File: config.mk
export PLATFORM = sky130hd
export DESIGN_NAME = pipe_skid_reg
export DESIGN_NICKNAME = d
export VERILOG_FILES = /design/src/rtl/pipe_pkg.sv /design/src/rtl/pipe_skid_reg.sv
export SDC_FILE = /design/constraint.sdc
export NUM_CORES = 1
export LEC_CHECK = 0
export ABC_AREA = 1
export BUFFER_PORTS_ARGS = -buffer_cell sky130_fd_sc_hd__buf_2
export CAP_MARGIN = 10
export CORE_UTILIZATION = 45
export CTS_CLUSTER_DIAMETER = 120
export DETAILED_ROUTE_END_ITERATION = 10
export MAX_ROUTING_LAYER = met4
export PLACE_DENSITY_LB_ADDON = 0.12
export SYNTH_ARGS = -nofsm -noshare
export SYNTH_HDL_FRONTEND = slang
export SYNTH_SLANG_ARGS = --single-unit
File: constraint.sdc
create_clock -name CLOCK -period 2.7 [get_ports CLOCK]
set_clock_uncertainty 0.1 [all_clocks]
set_input_delay 0.135 -clock CLOCK [delete_from_list [all_inputs] [get_ports CLOCK]]
set_output_delay 0.135 -clock CLOCK [all_outputs]
set_load 0.02 [all_outputs]
File: src/rtl/pipe_pkg.sv
// State encoding for elastic pipeline registers, shared by later stages and benches.
package pipe_pkg;

    typedef enum logic [1:0] {
        EMPTY = 2'd0,
        BUSY  = 2'd1,
        FULL  = 2'd2
    } pipe_state_t;

endpackage

File: src/rtl/pipe_skid_reg.sv
// Elastic pipeline register with a skid entry so IN_READY comes straight from a flop.
// OUT_DATA is always the main entry; the skid entry only catches the word that arrives while main stalls.
module pipe_skid_reg
    import pipe_pkg::*;
#(
    parameter int unsigned n = 32
) (
    input  logic         CLOCK,
    input  logic         RESET,
    input  logic         FLUSH,
    input  logic         IN_VALID,
    output logic         IN_READY,
    input  logic [n-1:0] IN_DATA,
    output logic         OUT_VALID,
    input  logic         OUT_READY,
    output logic [n-1:0] OUT_DATA,
    output logic [1:0]   COUNT
);

    pipe_state_t  state, next_state;
    logic [n-1:0] main_q, skid_q;
    logic         ready_q;
    logic         in_fire, out_fire;
    logic         ld_main, main_from_skid, ld_skid;

    assign in_fire  = IN_VALID & ready_q;
    assign out_fire = (state != EMPTY) & OUT_READY;

    always_comb begin
        next_state     = state;
        ld_main        = 1'b0;
        main_from_skid = 1'b0;
        ld_skid        = 1'b0;
        if (FLUSH) begin
            next_state = EMPTY;
        end else begin
            case (state)
                EMPTY: begin
                    if (in_fire) begin
                        next_state = BUSY;
                        ld_main    = 1'b1;
                    end
                end
                BUSY: begin
                    if (in_fire && out_fire) begin
                        ld_main = 1'b1;
                    end else if (in_fire) begin
                        next_state = FULL;
                        ld_skid    = 1'b1;
                    end else if (out_fire) begin
                        next_state = EMPTY;
                    end
                end
                FULL: begin
                    if (out_fire) begin
                        next_state     = BUSY;
                        ld_main        = 1'b1;
                        main_from_skid = 1'b1;
                    end
                end
                default: next_state = EMPTY;
            endcase
        end
    end

    // Data registers load only on a handshake, so X on an idle IN_DATA never reaches state.
    always_ff @(posedge CLOCK or negedge RESET) begin
        if (!RESET) begin
            state   <= EMPTY;
            main_q  <= '0;
            skid_q  <= '0;
            ready_q <= 1'b0;
        end else begin
            state   <= next_state;
            ready_q <= (next_state != FULL);
            if (ld_main)
                main_q <= main_from_skid ? skid_q : IN_DATA;
            if (ld_skid)
                skid_q <= IN_DATA;
        end
    end

    always_comb begin
        case (state)
            EMPTY:   COUNT = 2'd0;
            BUSY:    COUNT = 2'd1;
            FULL:    COUNT = 2'd2;
            default: COUNT = 2'd0;
        endcase
    end

    assign OUT_VALID = (state != EMPTY);
    assign OUT_DATA  = main_q;
    assign IN_READY  = ready_q;

endmodule

### Yosys cells after proc, flatten, opt, wreduce, memory -nomap -nowiden

Index checks and enable logic that the tools add are counted.

| word-level totals | value |
|---|---|
| input port bits | 37 |
| ROM bits | 0 |
| memories kept | 0 |
| bits in writable memories | 0 |
| word-level logic and storage cells | 31 |
| output and inout port bits | 36 |
| flip-flop bits (word level) | 67 |
| bits in latches | 0 |

| operators by class | value |
|---|---|
| div/mod/pow operators | 0 |
| shifts and indexed selects | 0 |
| order comparisons | 0 |
| muxes and demuxes | 19 |
| reductions and logical operators | 3 |
| eq/ne operators | 3 |
| multiply operators | 0 |
| add/subtract/negate cells | 0 |
| bitwise operators | 2 |

Operators by type and width:

| operator | number |
|---|---|
| two-way mux 32 bit | 1 |
| two-way mux 2 bit | 6 |
| two-way mux 1 bit | 9 |
| one-hot mux 2 bit (3 select lines) | 1 |
| one-hot mux 2 bit (2 select lines) | 1 |
| one-hot mux 1 bit (3 select lines) | 1 |
| bitwise AND 1 bit | 2 |
| equality test 2 x 1 -> 1 bit, second input constant | 1 |
| equality test 2 bit, second input constant | 1 |
| logical NOT 2 bit | 1 |
| != test 2 bit, second input constant | 1 |
| nonzero test 2 bit | 1 |
| logical AND 1 bit | 1 |

### Depth between registers and ports, before layout

| depth | value |
|---|---|
| word-level depth | 8 |
| mapped depth | 8 |
| depth with buffers taken out | 7 |

### Least setup slack after synthesis

OpenSTA, ideal clock, no wires.

| timing path | value |
|---|---|
| kind | reg2reg |
| from | register state[1] |
| to | register main_q[0], in the netlist OUT_DATA[0] |
| required time | 2535 ps |
| arrival time | 1247 ps |
| library setup time | 65 ps |
| buffers on the path | 1 |
| slack | 1288 ps |
| cell stages (with the launch flop) | 9 |
| clock period less this slack | 1412 ps |
| path through | dfrtp_1 > inv_2 > nand2_1 > nand2_1 > inv_1 > nor2_4 > buf_2 > nand2_1 > nand2_1 |

| between the ends | value |
|---|---|
| word-level cells in the longest chain between the ends | 6 |
| elaborated cells on any way between the ends | 13 |
| classes of those cells | eq/ne (2); mux (7); bitwise (1); reduce/logical (3) |

RTL lines:

| item | line | source |
|---|---|---|
| from (decl) | pipe_skid_reg.sv:20 | `pipe_state_t state, next_state;` |
| from (signal assigned) | pipe_skid_reg.sv:74 | `state <= next_state;` |
| nonzero test 2 bit (*) | - |  |
| net OUT_VALID | pipe_skid_reg.sv:14 | `output logic OUT_VALID,` |
| bitwise AND 1 bit (*) | pipe_skid_reg.sv:27 | `assign out_fire = (state != EMPTY) & OUT_READY;` |
| logical AND 1 bit or two-way mux 1 bit (tied branches) | pipe_skid_reg.sv:45, pipe_skid_reg.sv:55 |  |
| two-way mux 1 bit, on equally long branches | pipe_skid_reg.sv:45, pipe_skid_reg.sv:37 |  |
| one-hot mux 1 bit (3 select lines) or two-way mux 1 bit (tied branches) | pipe_skid_reg.sv:37, pipe_skid_reg.sv:34 |  |
| two-way mux 1 bit or two-way mux 32 bit (tied branches) | pipe_skid_reg.sv:34, pipe_skid_reg.sv:77 |  |
| to (signal assigned) | pipe_skid_reg.sv:77 | `main_q <= main_from_skid ? skid_q : IN_DATA;` |
| to (decl) | pipe_skid_reg.sv:21 | `logic [n-1:0] main_q, skid_q;` |

Mark *: on every way through the listed nets, which the timed path passes. The rest lies on a longest branch.
A chain may end at the register's enable or synchronous reset.

### Worst setup path in the final report

| timing path | value |
|---|---|
| from | register state[0] |
| to | register main_q[3], in the netlist OUT_DATA[3] |

| between the ends | value |
|---|---|
| word-level cells in the longest chain between the ends | 6 |
| elaborated cells on any way between the ends | 13 |
| classes of those cells | eq/ne (2); mux (7); bitwise (1); reduce/logical (3) |

RTL lines:

| item | line |
|---|---|
| nonzero test 2 bit | pipe_skid_reg.sv:27 |
| bitwise AND 1 bit | pipe_skid_reg.sv:27 |
| logical AND 1 bit or two-way mux 1 bit (tied branches) | pipe_skid_reg.sv:45, pipe_skid_reg.sv:55 |
| two-way mux 1 bit, on equally long branches | pipe_skid_reg.sv:45, pipe_skid_reg.sv:37 |
| one-hot mux 1 bit (3 select lines) or two-way mux 1 bit (tied branches) | pipe_skid_reg.sv:37, pipe_skid_reg.sv:34 |
| two-way mux 1 bit or two-way mux 32 bit (tied branches) | pipe_skid_reg.sv:34, pipe_skid_reg.sv:77 |

Several ways; a longest one is shown, not always the timed one.

==> flow_summary.ini <==
[status]
status = complete, but fails checks
failed_checks = DRC

[cts]
cts.reportedPaths.clkPinSlew_ns = 0.07
cts_sinks = 67
clk_path_buf_depth = 2
cts_resized = 0
cts_tree = yes
worst_skew_pair.late_latency_ns = 0.34
hold_buffers = 33
cts_buffers = 9
postCtsSetupBuffers = 0
htree_levels = 3
cts_root_buf = clkbuf_8

[critical_path]
r2r_end = OUT_DATA[3]
crit_end = OUT_DATA[3]
r2r-start = state[0]
arrival_ns = 1.99
required_ns = 2.87
startpoint = state[0]
crit_path_max_fanout = 32
path_class = flop to flop
ff2ff_path_depth = 5
rrSetupSlack_ns = 0.88
cp-start-kind = flop
end_kind = flop

[grt]
grt_usage = 0.251
grt_pass1_wl_um = 13500
antenna_found_initial = 0
grt_max_degree = 37
busiest_layer = met2
grt_use_met2 = 0.408
grtUsageMet1 = 0.317
grt-ovfl-total = 0
use_met3 = 0.0331
grt_pass1_vias = 2865

[place]
place_area_um2 = 3510
place.gp.congestion = 0.743
place_inst = 541
io_buffers = 72
dp_hpwl_um = 4810

[sta]
fin_setup_tns_ns = 0
hold_viol_final = 0
rsz0062_at_grt = no
fmax_mhz = 550
setup_viol = 0
maxSlewViolCount = 0
slew_headroom = 0.464
fin_crit_sh = 0.674
tightest_slew_ns = 0.802
period_needed_ns = 1.82

[pwr]
power.density_nw_per_um2 = 673
worst_ir_drop_vdd_v = 0.000333
power_leakage_uw = 0.00230

[logic_synthesis]
synth_area_leaders = dfrtp_1 54%, nand2_1 29%, nand3_1 11%
avgSynthCellArea_um2 = 7.61
netlist_instances = 407
yosys.area.top_type = dfrtp_1
ys_seq_area_frac = 0.541
synth_seq_cells = 67
synth_top_area_share = 0.541
synth_cell_types = 13
syn_nets = 444
synth_area_um2 = 3100
ys_warn_count = 0

[routing]
drt-total-wl_um = 8240
drt_iter0_drc = 229
dr.pass1.iters = 7
vias = 2898
routedWlPerCell_um = 14.0
antenna_left = 0
vias_per_cell = 4.93
route.detailed.drc = 4

[final_layout]
post-route-cell-area_um2 = 4010
layout_common_cells = 236 x nand2_1, 72 x buf_2, 67 x dfrtp_1, 65 x nand3_1, 33 x dlygate4sd3_1
area_growth_pct = 29.4
num_antenna_cells = 0
drive_above_1_share = 0.196
fin_cells = 588
layout.nets = 545
layout_commonest_cell = nand2_1

[hold_path]
hp-class = primary input to flop

[floorplanning]
initial_core_util = 0.477
ios = 73
core_um2 = 6490
die-area_um2 = 7220
die_x_um = 85.0
rows = 29
die_y_um = 85.0

[job]
maxCapViolCount = 0
how the worst min path moves through the flow:
stage	from	endpoint	slack (ns)	cells after the start
after floorplan	RESET	IN_READY	-0.26	0
after global placement	RESET	OUT_DATA[26]	0.16	1
after detailed placement	RESET	OUT_DATA[25]	0.15	1
after CTS	FLUSH	state[0]	0.04	4
after global routing	FLUSH	state[0]	0.06	4
final	FLUSH	state[0]	0.05	4
stage by stage:
step	total power, uW	worst slack (ns)	utilization	hold slack [ns]
floorplan	1710	1.29	-	-0.261
global placement	1920	0.929	0.541	0.155
detailed placement	1940	0.884	0.541	0.155
CTS	2720	0.875	0.617	0.0380
global route	2860	0.755	0.617	0.0591
finish	2700	0.880	0.617	0.0536
cells in the mapped netlist:
cell      count
nand2_1     236
dfrtp_1      67
nand3_1      65
buf_2        17
inv_1         5
buf_4         4
clkbuf_1      3
nor2_1        3
nor2_4        3
a21oi_1       1
inv_2         1
nor2_2        1
o21ai_0       1
report_power, final:
part / internal (uW) / switching (uW)
registers: 1220 / 119
clock network: 372 / 368
logic: 229 / 387
per-layer routing:
| metal | share of wire | routed length (um) | vias to the layer above |
|---|---|---|---|
| li1 | - | - | 1473 |
| met1 | 0.45 | 3730 | 1318 |
| met2 | 0.48 | 3960 | 99 |
| met3 | 0.057 | 470 | 8 |
| met4 | 0.0090 | 74 | 0 |
| met5 | 0 | 0 | - |
kinds of logic after synthesis:
group,after synthesis,share of synthesized area
simple gates,308,0.408
flops,67,0.541
buf+inv,30,0.0481
compound gates,2,0.00323
worst max-delay path: stages (launching register included):
cell	delay (ns)
dfrtp_1	0.44
a21oi_1	0.23
nand2_1	0.13
nor2_4	0.63
nand2_1	0.14
nand2_1	0.09
layout make-up:
| cell class | instances | area, um2 |
|---|---|---|
| clock buffers | 12 | 155 |
| clock inverters | 2 | 12.5 |
| fillers | 597 | 2490 |
| inverters | 6 | 22.5 |
| multi-input cells | 310 | 1270 |
| flip-flops and latches | 67 | 1680 |
| well taps | 77 | 96.3 |
| repair buffers | 114 | 771 |
state kept, by name, summed over array words and instances (netlist names):
register  flops
IN_READY      1
OUT_DATA     32
skid_q       32
state         2
Power figures use the tool's default switching activity.
